## src/rtl/fb_scan_reader_pkg.sv

```systemverilog
// Shared constants and types for the framebuffer scan-out read path.
package fb_scan_reader_pkg;

  localparam int unsigned H_ACTIVE    = 640;
  localparam int unsigned V_ACTIVE    = 480;
  localparam int unsigned SCALE_SHIFT = 2;
  localparam int unsigned FB_W        = 160;
  localparam int unsigned FB_H        = 120;
  localparam int unsigned ADDR_W      = 15;
  localparam int unsigned DATA_W      = 24;
  localparam int unsigned RD_LAT_DEF  = 2;
  localparam int unsigned COORD_W     = 10;
  localparam int unsigned CHAN_W      = 8;

  typedef enum logic {
    SWAP_IDLE    = 1'b0,
    SWAP_PENDING = 1'b1
  } swap_state_e;

  // Pixel field slices: {R[23:16], G[15:8], B[7:0]}
  typedef struct packed {
    logic [CHAN_W-1:0] r;
    logic [CHAN_W-1:0] g;
    logic [CHAN_W-1:0] b;
  } pixel_t;

endpackage

```

## src/rtl/fb_scan_reader_if.sv

```systemverilog
// Raster, memory-read, swap-handshake and pixel-out signals of the scan reader.
interface fb_scan_reader_if;
  import fb_scan_reader_pkg::*;

  logic [COORD_W-1:0] vga_x;
  logic [COORD_W-1:0] vga_y;
  logic               vga_active;
  logic               vga_hs_in;
  logic               vga_vs_in;
  logic               swap_req;
  logic               swap_ack;
  logic               front_sel;
  logic [ADDR_W-1:0]  rd_addr;
  logic [DATA_W-1:0]  rd_data;
  logic [CHAN_W-1:0]  pix_r;
  logic [CHAN_W-1:0]  pix_g;
  logic [CHAN_W-1:0]  pix_b;
  logic               hs_out;
  logic               vs_out;
  logic               blank_n_out;

  modport master (
    output vga_x, vga_y, vga_active, vga_hs_in, vga_vs_in, swap_req, rd_data,
    input  swap_ack, front_sel, rd_addr, pix_r, pix_g, pix_b, hs_out, vs_out, blank_n_out
  );

  modport slave (
    input  vga_x, vga_y, vga_active, vga_hs_in, vga_vs_in, swap_req, rd_data,
    output swap_ack, front_sel, rd_addr, pix_r, pix_g, pix_b, hs_out, vs_out, blank_n_out
  );

endinterface

```

## src/rtl/fb_scan_reader_sync_delay_line.sv

```systemverilog
// Parameterised shift register; exposes the last stage and the one before it.
module sync_delay_line #(
  parameter int unsigned      DEPTH   = 4,
  parameter int unsigned      WIDTH   = 1,
  parameter logic [WIDTH-1:0] RST_VAL = '0
) (
  input  logic             clk,
  input  logic             rst,
  input  logic [WIDTH-1:0] d,
  output logic [WIDTH-1:0] q,
  output logic [WIDTH-1:0] q_pre
);

  if (DEPTH < 2) begin : g_bad_depth
    $error("sync_delay_line needs DEPTH >= 2");
  end

  logic [WIDTH-1:0] stage_q [DEPTH];

  always_ff @(posedge clk or negedge rst) begin
    if (!rst) begin
      for (int i = 0; i < int'(DEPTH); i++) stage_q[i] <= RST_VAL;
    end else begin
      stage_q[0] <= d;
      for (int i = 1; i < int'(DEPTH); i++) stage_q[i] <= stage_q[i-1];
    end
  end

  assign q     = stage_q[DEPTH-1];
  assign q_pre = stage_q[DEPTH-2];

endmodule

```

## src/rtl/fb_scan_reader.sv

```systemverilog
// Front-bank read path: raster -> framebuffer address, sync/blank realignment,
// and the vsync-boundary bank-swap handshake.
module fb_scan_reader
  import fb_scan_reader_pkg::*;
#(
  parameter int unsigned RD_LAT = RD_LAT_DEF
) (
  input logic             clk,
  input logic             rst,
  fb_scan_reader_if.slave bus
);

  localparam int unsigned LAT = 1 + RD_LAT + 1;

  if (FB_W != (H_ACTIVE >> SCALE_SHIFT) || FB_H != (V_ACTIVE >> SCALE_SHIFT)) begin : g_bad_geom
    $error("framebuffer geometry does not match raster downscale");
  end
  if (RD_LAT < 1 || RD_LAT > 4) begin : g_bad_lat
    $error("RD_LAT must be in 1..4");
  end

  // Address generation; FB_W = 160 = 128 + 32, so fy*FB_W is two shifts and an add.
  logic              in_view_c;
  logic [ADDR_W-1:0] fx_c;
  logic [ADDR_W-1:0] fy_c;
  logic [ADDR_W-1:0] addr_c;
  logic [ADDR_W-1:0] rd_addr_q;

  always_comb begin
    in_view_c = bus.vga_active
             && (bus.vga_x < COORD_W'(H_ACTIVE))
             && (bus.vga_y < COORD_W'(V_ACTIVE));
    fx_c      = ADDR_W'(bus.vga_x >> SCALE_SHIFT);
    fy_c      = ADDR_W'(bus.vga_y >> SCALE_SHIFT);
    addr_c    = in_view_c ? ((fy_c << 7) + (fy_c << 5) + fx_c) : '0;
  end

  always_ff @(posedge clk or negedge rst) begin
    if (!rst) rd_addr_q <= '0;
    else      rd_addr_q <= addr_c;
  end

  // {hs, vs, visible}; the pre-tap gates the pixel register one stage before the outputs.
  logic [2:0] dly_q;
  logic [2:0] dly_pre;

  sync_delay_line #(
    .DEPTH   (LAT),
    .WIDTH   (3),
    .RST_VAL (3'b110)
  ) u_sync_dly (
    .clk   (clk),
    .rst   (rst),
    .d     ({bus.vga_hs_in, bus.vga_vs_in, in_view_c}),
    .q     (dly_q),
    .q_pre (dly_pre)
  );

  pixel_t mem_pix_c;
  pixel_t pix_q;

  assign mem_pix_c = pixel_t'(bus.rd_data);

  always_ff @(posedge clk or negedge rst) begin
    if (!rst) pix_q <= '0;
    else      pix_q <= dly_pre[0] ? mem_pix_c : '0;
  end

  // Swap handshake: request edge arms, vsync falling edge commits.
  swap_state_e state_q, state_nxt;
  logic        req_q;
  logic        vs_q;
  logic        front_q, front_nxt;
  logic        ack_q, ack_nxt;
  logic        req_edge_c;
  logic        vs_fall_c;

  assign req_edge_c = bus.swap_req & ~req_q;
  assign vs_fall_c  = vs_q & ~bus.vga_vs_in;

  always_ff @(posedge clk or negedge rst) begin
    if (!rst) begin
      state_q <= SWAP_IDLE;
      req_q   <= 1'b0;
      vs_q    <= 1'b1;
      front_q <= 1'b0;
      ack_q   <= 1'b0;
    end else begin
      state_q <= state_nxt;
      req_q   <= bus.swap_req;
      vs_q    <= bus.vga_vs_in;
      front_q <= front_nxt;
      ack_q   <= ack_nxt;
    end
  end

  always_comb begin
    state_nxt = state_q;
    front_nxt = front_q;
    ack_nxt   = 1'b0;
    case (state_q)
      SWAP_IDLE: begin
        if (req_edge_c) state_nxt = SWAP_PENDING;
      end
      SWAP_PENDING: begin
        if (vs_fall_c) begin
          state_nxt = SWAP_IDLE;
          front_nxt = ~front_q;
          ack_nxt   = 1'b1;
        end
      end
    endcase
  end

  assign bus.rd_addr     = rd_addr_q;
  assign bus.pix_r       = pix_q.r;
  assign bus.pix_g       = pix_q.g;
  assign bus.pix_b       = pix_q.b;
  assign bus.hs_out      = dly_q[2];
  assign bus.vs_out      = dly_q[1];
  assign bus.blank_n_out = dly_q[0];
  assign bus.front_sel   = front_q;
  assign bus.swap_ack    = ack_q;

endmodule

```

## src/flat_wrapper.sv

```systemverilog
// flat-port wrapper written by rule: the top's interface ports become plain ports
module fb_scan_reader_flat import fb_scan_reader_pkg::*;
#(
  parameter int unsigned RD_LAT = RD_LAT_DEF
)
  (clk, rst, bus_vga_x, bus_vga_y, bus_vga_active, bus_vga_hs_in, bus_vga_vs_in, bus_swap_req, bus_rd_data, bus_swap_ack, bus_front_sel, bus_rd_addr, bus_pix_r, bus_pix_g, bus_pix_b, bus_hs_out, bus_vs_out, bus_blank_n_out);
  fb_scan_reader_if bus_i ();
  input logic clk;
  input logic rst;
  input wire logic [$bits(bus_i.vga_x)-1:0] bus_vga_x;
  input wire logic [$bits(bus_i.vga_y)-1:0] bus_vga_y;
  input wire logic [$bits(bus_i.vga_active)-1:0] bus_vga_active;
  input wire logic [$bits(bus_i.vga_hs_in)-1:0] bus_vga_hs_in;
  input wire logic [$bits(bus_i.vga_vs_in)-1:0] bus_vga_vs_in;
  input wire logic [$bits(bus_i.swap_req)-1:0] bus_swap_req;
  input wire logic [$bits(bus_i.rd_data)-1:0] bus_rd_data;
  output wire logic [$bits(bus_i.swap_ack)-1:0] bus_swap_ack;
  output wire logic [$bits(bus_i.front_sel)-1:0] bus_front_sel;
  output wire logic [$bits(bus_i.rd_addr)-1:0] bus_rd_addr;
  output wire logic [$bits(bus_i.pix_r)-1:0] bus_pix_r;
  output wire logic [$bits(bus_i.pix_g)-1:0] bus_pix_g;
  output wire logic [$bits(bus_i.pix_b)-1:0] bus_pix_b;
  output wire logic [$bits(bus_i.hs_out)-1:0] bus_hs_out;
  output wire logic [$bits(bus_i.vs_out)-1:0] bus_vs_out;
  output wire logic [$bits(bus_i.blank_n_out)-1:0] bus_blank_n_out;
  assign bus_i.vga_x = bus_vga_x;
  assign bus_i.vga_y = bus_vga_y;
  assign bus_i.vga_active = bus_vga_active;
  assign bus_i.vga_hs_in = bus_vga_hs_in;
  assign bus_i.vga_vs_in = bus_vga_vs_in;
  assign bus_i.swap_req = bus_swap_req;
  assign bus_i.rd_data = bus_rd_data;
  assign bus_swap_ack = bus_i.swap_ack;
  assign bus_front_sel = bus_i.front_sel;
  assign bus_rd_addr = bus_i.rd_addr;
  assign bus_pix_r = bus_i.pix_r;
  assign bus_pix_g = bus_i.pix_g;
  assign bus_pix_b = bus_i.pix_b;
  assign bus_hs_out = bus_i.hs_out;
  assign bus_vs_out = bus_i.vs_out;
  assign bus_blank_n_out = bus_i.blank_n_out;
  fb_scan_reader #(.RD_LAT(RD_LAT)) u_core (.clk(clk), .rst(rst), .bus(bus_i));
endmodule
```

## config.mk

```make
export PLATFORM = sky130hd
export DESIGN_NAME = fb_scan_reader_flat
export DESIGN_NICKNAME = d
export VERILOG_FILES = /design/src/rtl/fb_scan_reader_pkg.sv /design/src/rtl/fb_scan_reader_if.sv /design/src/rtl/fb_scan_reader_sync_delay_line.sv /design/src/rtl/fb_scan_reader.sv /design/src/flat_wrapper.sv
export SDC_FILE = /design/constraint.sdc
export NUM_CORES = 1
export LEC_CHECK = 0
export CAP_MARGIN = 20
export CORE_MARGIN = 2
export CORE_UTILIZATION = 46
export CTS_BUF_LIST = sky130_fd_sc_hd__clkbuf_2 sky130_fd_sc_hd__clkbuf_4 sky130_fd_sc_hd__clkbuf_8
export CTS_CLUSTER_DIAMETER = 40
export DETAILED_ROUTE_END_ITERATION = 16
export GPL_TIMING_DRIVEN = 0
export HOLD_SLACK_MARGIN = 0.05
export PLACE_DENSITY_LB_ADDON = 0.2
export RECOVER_POWER = 100
export SLEW_MARGIN = 30
export SYNTH_ARGS = -nofsm -noshare
export SYNTH_HDL_FRONTEND = slang
export SYNTH_SLANG_ARGS = --single-unit
```

## constraint.sdc

```tcl
create_clock -name clk -period 2.71 [get_ports clk]
set_input_delay 0.542 -clock clk [delete_from_list [all_inputs] [get_ports clk]]
set_output_delay 0.542 -clock clk [all_outputs]
set_load 0.005 [all_outputs]
```

; Yosys cells after proc, flatten, opt, wreduce, memory -nomap -nowiden
; Cells that the tools add are included.
[word_totals]
in_bits = 50
regBits = 56
out_inout_bits = 44
[classes]
n_bitwise = 6
reduce_logical = 3
n_mux = 7
n_lt_le_gt_ge = 2
add_sub_neg = 2
[ops]
columns = cell, count
row1 = 24-bit two-way mux, 1
row2 = 15-bit by 13-bit adder with 15-bit output, 1
row3 = 15-bit by 8-bit adder with 15-bit output, 1
row4 = 15-bit two-way mux, 1
row5 = 10-bit < comparator (second input constant), 1
row6 = 10-bit by 9-bit < comparator with 1-bit output (second input constant), 1
row7 = 1-bit two-way mux, 4
row8 = 1-bit NOT, 4
row9 = 1-bit AND, 2
row10 = 1-bit logical AND, 2
row11 = 1-bit case mux with 2 select lines, 1
row12 = 2-bit AND reduction, 1

; Logic depth before layout (Yosys ltp)
; Gate-level depths: netlist of run 1.
[logic_depth]
ltp_word = 4
depth_mapped = 8

; Hierarchy
; A second synthesis of run 1 with hierarchy kept.
[unflattened]
cells_unflattened = 165
hier_area_um2 = 2187.1
[modules_own_cells]
columns = module, seq_area_each_um2, area_per_inst_um2, n_inst, cells_each
row1 = fb_scan_reader, 1102.3, 1831.8, 1, 147
row2 = sync_delay_line, 310.3, 355.3, 1, 18

; Worst setup path before layout of run 1
; No wires, ideal clock.
[synth_timing]
path_kind = input-to-reg
startpoint = input port bus_vga_y[2]
endpoint = register u_core.rd_addr_q[14] (netlist: u_core.bus.rd_addr[14])
t_required_ns = 2.586
path_buffers = 0
slack_ns = 0.427
t_arrival_ns = 2.159
stages = 7
cell_sequence = inv_1 > fa_1 > fa_1 > nor2b_4 > o31a_1 > o31a_1 > o31a_1
[synth_via]
elab_chain_len = 3
[synth_lines]
columns = item, line_no
row1 = "start, declared", flat_wrapper.sv:11  ; input wire logic [$bits(bus_i.vga_y)-1:0] bus_vga_y;
row2 = 15-bit by 13-bit adder with 15-bit output / 10-bit by 9-bit < comparator with 1-bit output (equally long branches), "fb_scan_reader.sv:35, fb_scan_reader.sv:32"
row3 = 15-bit by 8-bit adder with 15-bit output / 1-bit logical AND (equally long branches), "fb_scan_reader.sv:35, fb_scan_reader.sv:32"
row4 = 15-bit two-way mux *, fb_scan_reader.sv:35  ; addr_c = in_view_c ? ((fy_c << 7) + (fy_c << 5) + fx_c) : '0;
row5 = net u_core.addr_c[14], fb_scan_reader.sv:26  ; logic [ADDR_W-1:0] addr_c;
row6 = "end signal, assigned", fb_scan_reader.sv:40  ; else rd_addr_q <= addr_c;
row7 = "end, declared", fb_scan_reader.sv:27  ; logic [ADDR_W-1:0] rd_addr_q;
; Mark *: on every way through the listed nets, which the timed path passes. The rest lies on a longest branch.
; A chain may end at the register's enable or synchronous reset.

; Worst setup path in the final report of run 1
; Ends and elaborated chain as after synthesis.

==> metrics.txt, run 1 <==
status finished clean; fraction of layout instances using a drive strength above 1 7.813%; synth top area cells dfrtp_1 (56%), dfstp_2 (9.9%), and2_1 (9.2%); Rows 24; Ys Warns 0; Worst Path Required 2900 ps; slowest CP cell fa_1; slowest stage delay, CP 600 ps; area of the multi-input gates 686.9 sq um; Worst setup EP type register; Diodes inserted 0; final total power 1.601 mW; WL met1 1.601 mm; postcts setup bufs 0; setup total negative slack 0 ps; Initial DRC Count 81; Total GRT Usage 17.37%; MaxCap Viol Count 0; pwr/cell area 505.2 mW/mm^2; most area-hungry cell type in the Yosys netlist dfrtp_1; Mapped Area 0.002116 sq mm; Nets 322; clock latency on the worst-skew pair 300 ps; first-pass GRT wire length 6.768 mm; fin crit period 2584 ps; #FFs+latches synth 55; CP cell instances clkdlybuf4s50_1 > inv_1 > fa_1 > fa_2 > nor2b_4 > o31a_1 > o31a_1 > o31a_1; antenna viol nets, final 0; Crit Path Max Fanout 3; Max-slew headroom 36.64%; sequential share of the synthesized area 65.52%; clk buf depth 2; cells after synthesis 158; WL final 3.972 mm; total grt overflow 0; library cells used by synthesis 27; antenna violations before repair 0; Leak 1.564 nW; Initial Utilization 48.26%; cell mode on critical path o31a_1; Worst-path clk slew 100 ps; Final Hold Vio Count 0; Startpoint Class input port; reg2reg setup slack 1670 ps; Area Growth Syn to Fin 49.79%; worst setup skew after layout 5.950 ps; WP data arrival 2770 ps; Worst-Margin Slew 950.4 ps; HP Class input port to async pin; Max Clk Rate 0.3870 GHz; Via-to-Cell Ratio 4.659; final RePlAce weighted congestion 0.8457; routed wl met3 217 um; IO Port Bufs 89; root buffer cell clkbuf_8; H-Tree Depth 2; largest net degree at the start of global routing 42; Die Y-Extent 71.82 um; Routed WL per cell 12.90 um; vias in the first global route 1460; core outline area 0.004384 sq mm; ratio of final minimum period to clock period 95.35%; WL met2 2.089 mm; setup slack after layout 125.9 ps; Num CTS Buffers 5; final slew viol count 0; Syn Area/Cell 13.39 sq um; syn nets 225; DIE AREA 0.005158 sq mm; pre-CTS setup slack -195.1 ps; drt first pass iters 4; CTS tree built; highest metal used met4; Post-DP HPWL 3.137 mm; Reg area 0.001386 sq mm; RSZ-0062 raised after global routing false; DRC errors left 0; Clock Sinks 55; Max VDD drop 0.0002402 V; routed vias 1435; Synth top area share 55.59%; fillers 325; # setup viols final 0; Crit Path Class input port to register; die width 71.82 um; # IOs 94
## critical path, delay by kind of cell
kind / cells / cell delay, ps
adders and majority gates: 2 / 860
and+or+nand+nor: 1 / 50
buffers and inverters: 2 / 540
AOI/OAI and AO/OA: 3 / 780
## cell usage in the layout, fill, tap and decap left out, drive strengths merged
| master | instances |
|---|---|
| dlygate4sd3 | 49 |
| o31a | 3 |
| fa | 2 |
| inv | 12 |
| nand3 | 3 |
| dfstp | 8 |
| a211oi | 2 |
| dfrtp | 47 |
| and2 | 31 |
| nand2 | 3 |
| and2b | 1 |
| o2111ai | 2 |
| o21a | 2 |
| clkbuf | 9 |
| mux2i | 1 |
| clkinvlp | 2 |
| clkdlybuf4s50 | 39 |
| o21bai | 1 |
| xnor2 | 2 |
| nand2b | 1 |
| ha | 15 |
| nand4 | 1 |
| o21ai | 4 |
| nor3 | 2 |
| a21oi | 2 |
| nor2 | 9 |
| nor2b | 2 |
| xor2 | 1 |
## final timing paths
kind	startpoint	to	cells after the start
min in group clk	u_core.u_sync_dly.stage_q[6]	u_core.u_sync_dly.q_pre[0]	0
setup reg to reg	u_core.u_sync_dly.stage_q[10]	u_core.bus.front_sel	3
hold / removal	rst	u_core.req_q	1
setup / recovery	bus_vga_y[2]	u_core.bus.rd_addr[14]	8
max in group asynchronous	rst	u_core.u_sync_dly.q_pre[0]	2
hold reg to reg	u_core.u_sync_dly.stage_q[6]	u_core.u_sync_dly.q_pre[0]	0
## flip-flops by register name, summed over array words and instances (netlist names), 3 cells and up
name	cells
u_core.bus.rd_addr	15
u_core.bus.pix_b	8
u_core.bus.pix_g	8
u_core.bus.pix_r	8
u_core.u_sync_dly.stage_q	6
u_core.u_sync_dly.q	3
u_core.u_sync_dly.q_pre	3
## per-stage QoR
stage | cells | hold WS [ps] | cell area (sq um) | utilization, %
floorplan | 158 | 246.4 | 2116 | -
global placement | 299 | 332.5 | 3072 | 70.06
detailed placement | 300 | 342.6 | 3089 | 70.46
CTS | 308 | 72.58 | 3182 | 72.57
global route | 308 | 327.3 | 3169 | 72.29
finish | 308 | 281.9 | 3169 | 72.29
## layout make-up
cell class | count | area share (%)
clock inverters | 3 | 0.7501
multi-input cells | 90 | 21.67
flip-flops and latches | 55 | 43.74
well taps | 52 | 2.053
clock buffers | 5 | 2.171
plain buffers | 2 | 0.2369
inverters | 11 | 1.303
repair buffers | 90 | 28.07
## routing by layer
layer / vias up / global-route usage, %
li1: 708 / -
met1: 667 / 20.53
met2: 55 / 30.66
met3: 5 / 3.938
met4: 0 / 6.918
met5: - / 0
## kinds of logic after synthesis
kind of cell,after synthesis,synth area share (%)
XOR/XNOR,3,1.242
adder cells (fa/ha/maj),17,10.76
AND/OR/NAND/NOR,53,14.43
multiplexers,1,0.4731
flip-flops,55,65.52
buffers and inverters,13,2.306
AO/OA/AOI/OAI,16,5.263
## cells in the mapped netlist
master	number
clkbuf_1	2
o31a_1	3
inv_1	10
nand2_1	3
nand3_1	3
mux2i_1	1
a211oi_1	2
o21a_1	2
dfrtp_1	47
nand4_1	1
o2111ai_1	2
and2_1	31
and2b_2	1
xor2_1	1
nand2b_1	1
nor2b_4	1
o21ai_0	4
xnor2_1	2
o21bai_1	1
inv_2	1
nor3_1	2
ha_1	15
nor2_1	9
nor2b_1	1
fa_1	2
a21oi_1	2
dfstp_2	8
## power by group
group / switching [mW] / internal (mW) / leakage, nW
registers: 0.0154 / 0.867 / 0.718
logic: 0.113 / 0.161 / 0.805
clock network: 0.259 / 0.185 / 0.0408
## repair_timing
action	in CTS	in global routing
endpoints found under the hold margin	0	0
gates resized for setup	0	2
setup endpoints to repair	0	2
hold buffers	0	0
No activity file was read; power rests on OpenSTA's default activity.
==> run 2, diff against run 1 <==
--- a/config.mk
+++ b/config.mk
@@ -7,13 +7,13 @@
 export LEC_CHECK = 0
 export CAP_MARGIN = 20
 export CORE_MARGIN = 2
-export CORE_UTILIZATION = 46
+export CORE_UTILIZATION = 45
 export CTS_BUF_LIST = sky130_fd_sc_hd__clkbuf_2 sky130_fd_sc_hd__clkbuf_4 sky130_fd_sc_hd__clkbuf_8
 export CTS_CLUSTER_DIAMETER = 40
 export DETAILED_ROUTE_END_ITERATION = 16
 export GPL_TIMING_DRIVEN = 0
 export HOLD_SLACK_MARGIN = 0.05
-export PLACE_DENSITY_LB_ADDON = 0.2
+export PLACE_DENSITY = 0.9
 export RECOVER_POWER = 100
 export SLEW_MARGIN = 30
 export SYNTH_ARGS = -nofsm -noshare
==> metrics.txt, run 2 (same netlist as run 1, synthesis figures left out) <==
HP Class register to register; Post-DP HPWL 3.785 mm; clk buf depth 2; total grt overflow 0; routed vias 1497; clock latency on the worst-skew pair 300 ps; Reg area 0.001386 sq mm; Initial Utilization 47.61%; H-Tree Depth 2; RR Endpoint u_core.bus.front_sel; final slew viol count 0; Max VDD drop 0.0002395 V; status finished clean; power share of the clock group 32.4%; reg2reg setup slack 1660 ps; Worst setup EP type register; DIE AREA 0.005266 sq mm; Via-to-Cell Ratio 4.860; first-pass GRT wire length 7.293 mm; Hold Crit Endpoint u_core.u_sync_dly.q_pre[0]; pre-CTS setup slack -216.5 ps; Die Y-Extent 72.57 um; Max-slew headroom 14.89%; WP data arrival 2800 ps; Diodes inserted 0; sequential share of power 51.5%; fillers 286; CTS tree built; Num CTS Buffers 5; Startpoint Class input port; Nets 322; RSZ-0062 raised after global routing false; area of the multi-input gates 673.1 sq um; vias in the first global route 1479; Clock Sinks 55; Leak 1.584 nW; antenna violations before repair 0; final RePlAce weighted congestion 0.8025; Area Growth Syn to Fin 50.68%; Initial DRC Count 121; Pint 1.330 mW; max reg flops 15; antenna viol nets, final 0; pwr/cell area 537.4 mW/mm^2; worst r2r src u_core.u_sync_dly.stage_q[10]; worst hold slack 339.2 ps; MaxCap Viol Count 0; Worst Path Required 2890 ps; largest net degree at the start of global routing 56; Routed WL per cell 15.25 um; Logic pwr share 16.1%; WL final 4.696 mm; Total GRT Usage 18.47%; Crit Path Class input port to register; postcts setup bufs 0; root buffer cell clkbuf_8; worst setup skew after layout 12.52 ps; worst hold start u_core.u_sync_dly.stage_q[6]; commonest non-fill, non-tap cell in the layout dlygate4sd3_1; setup slack after layout 95.10 ps; ratio of final minimum period to clock period 96.49%; fin crit period 2615 ps; Max Clk Rate 0.3824 GHz; # IOs 94; drt first pass iters 6; PostCTS Resize Cnt 0; Sw Share 22.37%; Worst Hold Depth 0; Worst-path clk slew 100 ps; Crit Path Max Fanout 4; core outline area 0.004444 sq mm; fraction of layout instances using a drive strength above 1 7.422%; Worst-Margin Slew 1277 ps; commonest cells after routing, fill and taps aside dlygate4sd3_1 (49), dfrtp_1 (47), clkdlybuf4s50_1 (39); Rows 24; # setup viols final 0; FF-to-FF path depth 3; IO Port Bufs 89; CTS hold repair buffers 0; die width 72.57 um; Final Hold Vio Count 0; NetSw 383.3 uW; DRC errors left 0
## run 2: worst max-delay path, cell delays in order
cell and delay (ps):
clkdlybuf4s50_1 490, inv_1 60, fa_1 400, inv_1 70, ha_1 260, nor2b_1 180
o31a_1 280, o31a_1 270, o31a_1 240
## run 2: cell type report
type                       count  share of cell area, %
buffer                         2                 0.2355
tap                           52                  2.041
inverter                      11                  1.295
multi-input combinational     90                  21.11
timing repair buffer          90                  28.02
clock inverter                 2                  1.217
clock buffer                   6                  2.590
sequential                    55                  43.49
## run 2: how the worst max path moves through the flow
stage	cells past startpoint	to	start	slack [ps]
floorplan	7	u_core.bus.rd_addr[14]	bus_vga_y[2]	430
global placement	1	u_core.bus.pix_g[4]	rst	-390
detailed placement	8	u_core.bus.rd_addr[14]	bus_vga_y[2]	-220
CTS	8	u_core.bus.rd_addr[14]	bus_vga_y[2]	100
global route	9	u_core.bus.rd_addr[14]	bus_vga_y[2]	9
finish	9	u_core.bus.rd_addr[14]	bus_vga_y[2]	100
## run 2: routing by layer
layer	global-route usage, %	share of wire (%)	routed length [um]
met1	19.91	37	1750
met2	34.75	52	2455
met3	5.249	9.1	425
met4	5.556	1.4	65
met5	0	0	0
## run 2: stage by stage
stage,total power [mW],cells,area (sq um),utilization (%),setup TNS [ps]
2_1_floorplan,1.015,158,2116,-,0
3_3_place_gp,1.182,299,3072,69.12,-18870
3_5_place_dp,1.200,300,3097,69.68,-593.0
4_1_cts,1.748,308,3218,72.41,0
5_1_grt,1.793,308,3188,71.73,0
6_report,1.713,308,3188,71.73,0
## run 2: power by group through the flow
stage | combinational, mW | clock (mW) | sequential, mW
final | 0.275 | 0.556 | 0.883
after global routing | 0.304 | 0.602 | 0.888
after CTS | 0.301 | 0.562 | 0.885
after detailed placement | 0.300 | 0 | 0.901
after global placement | 0.284 | 0 | 0.898
after floorplan | 0.112 | 0 | 0.903
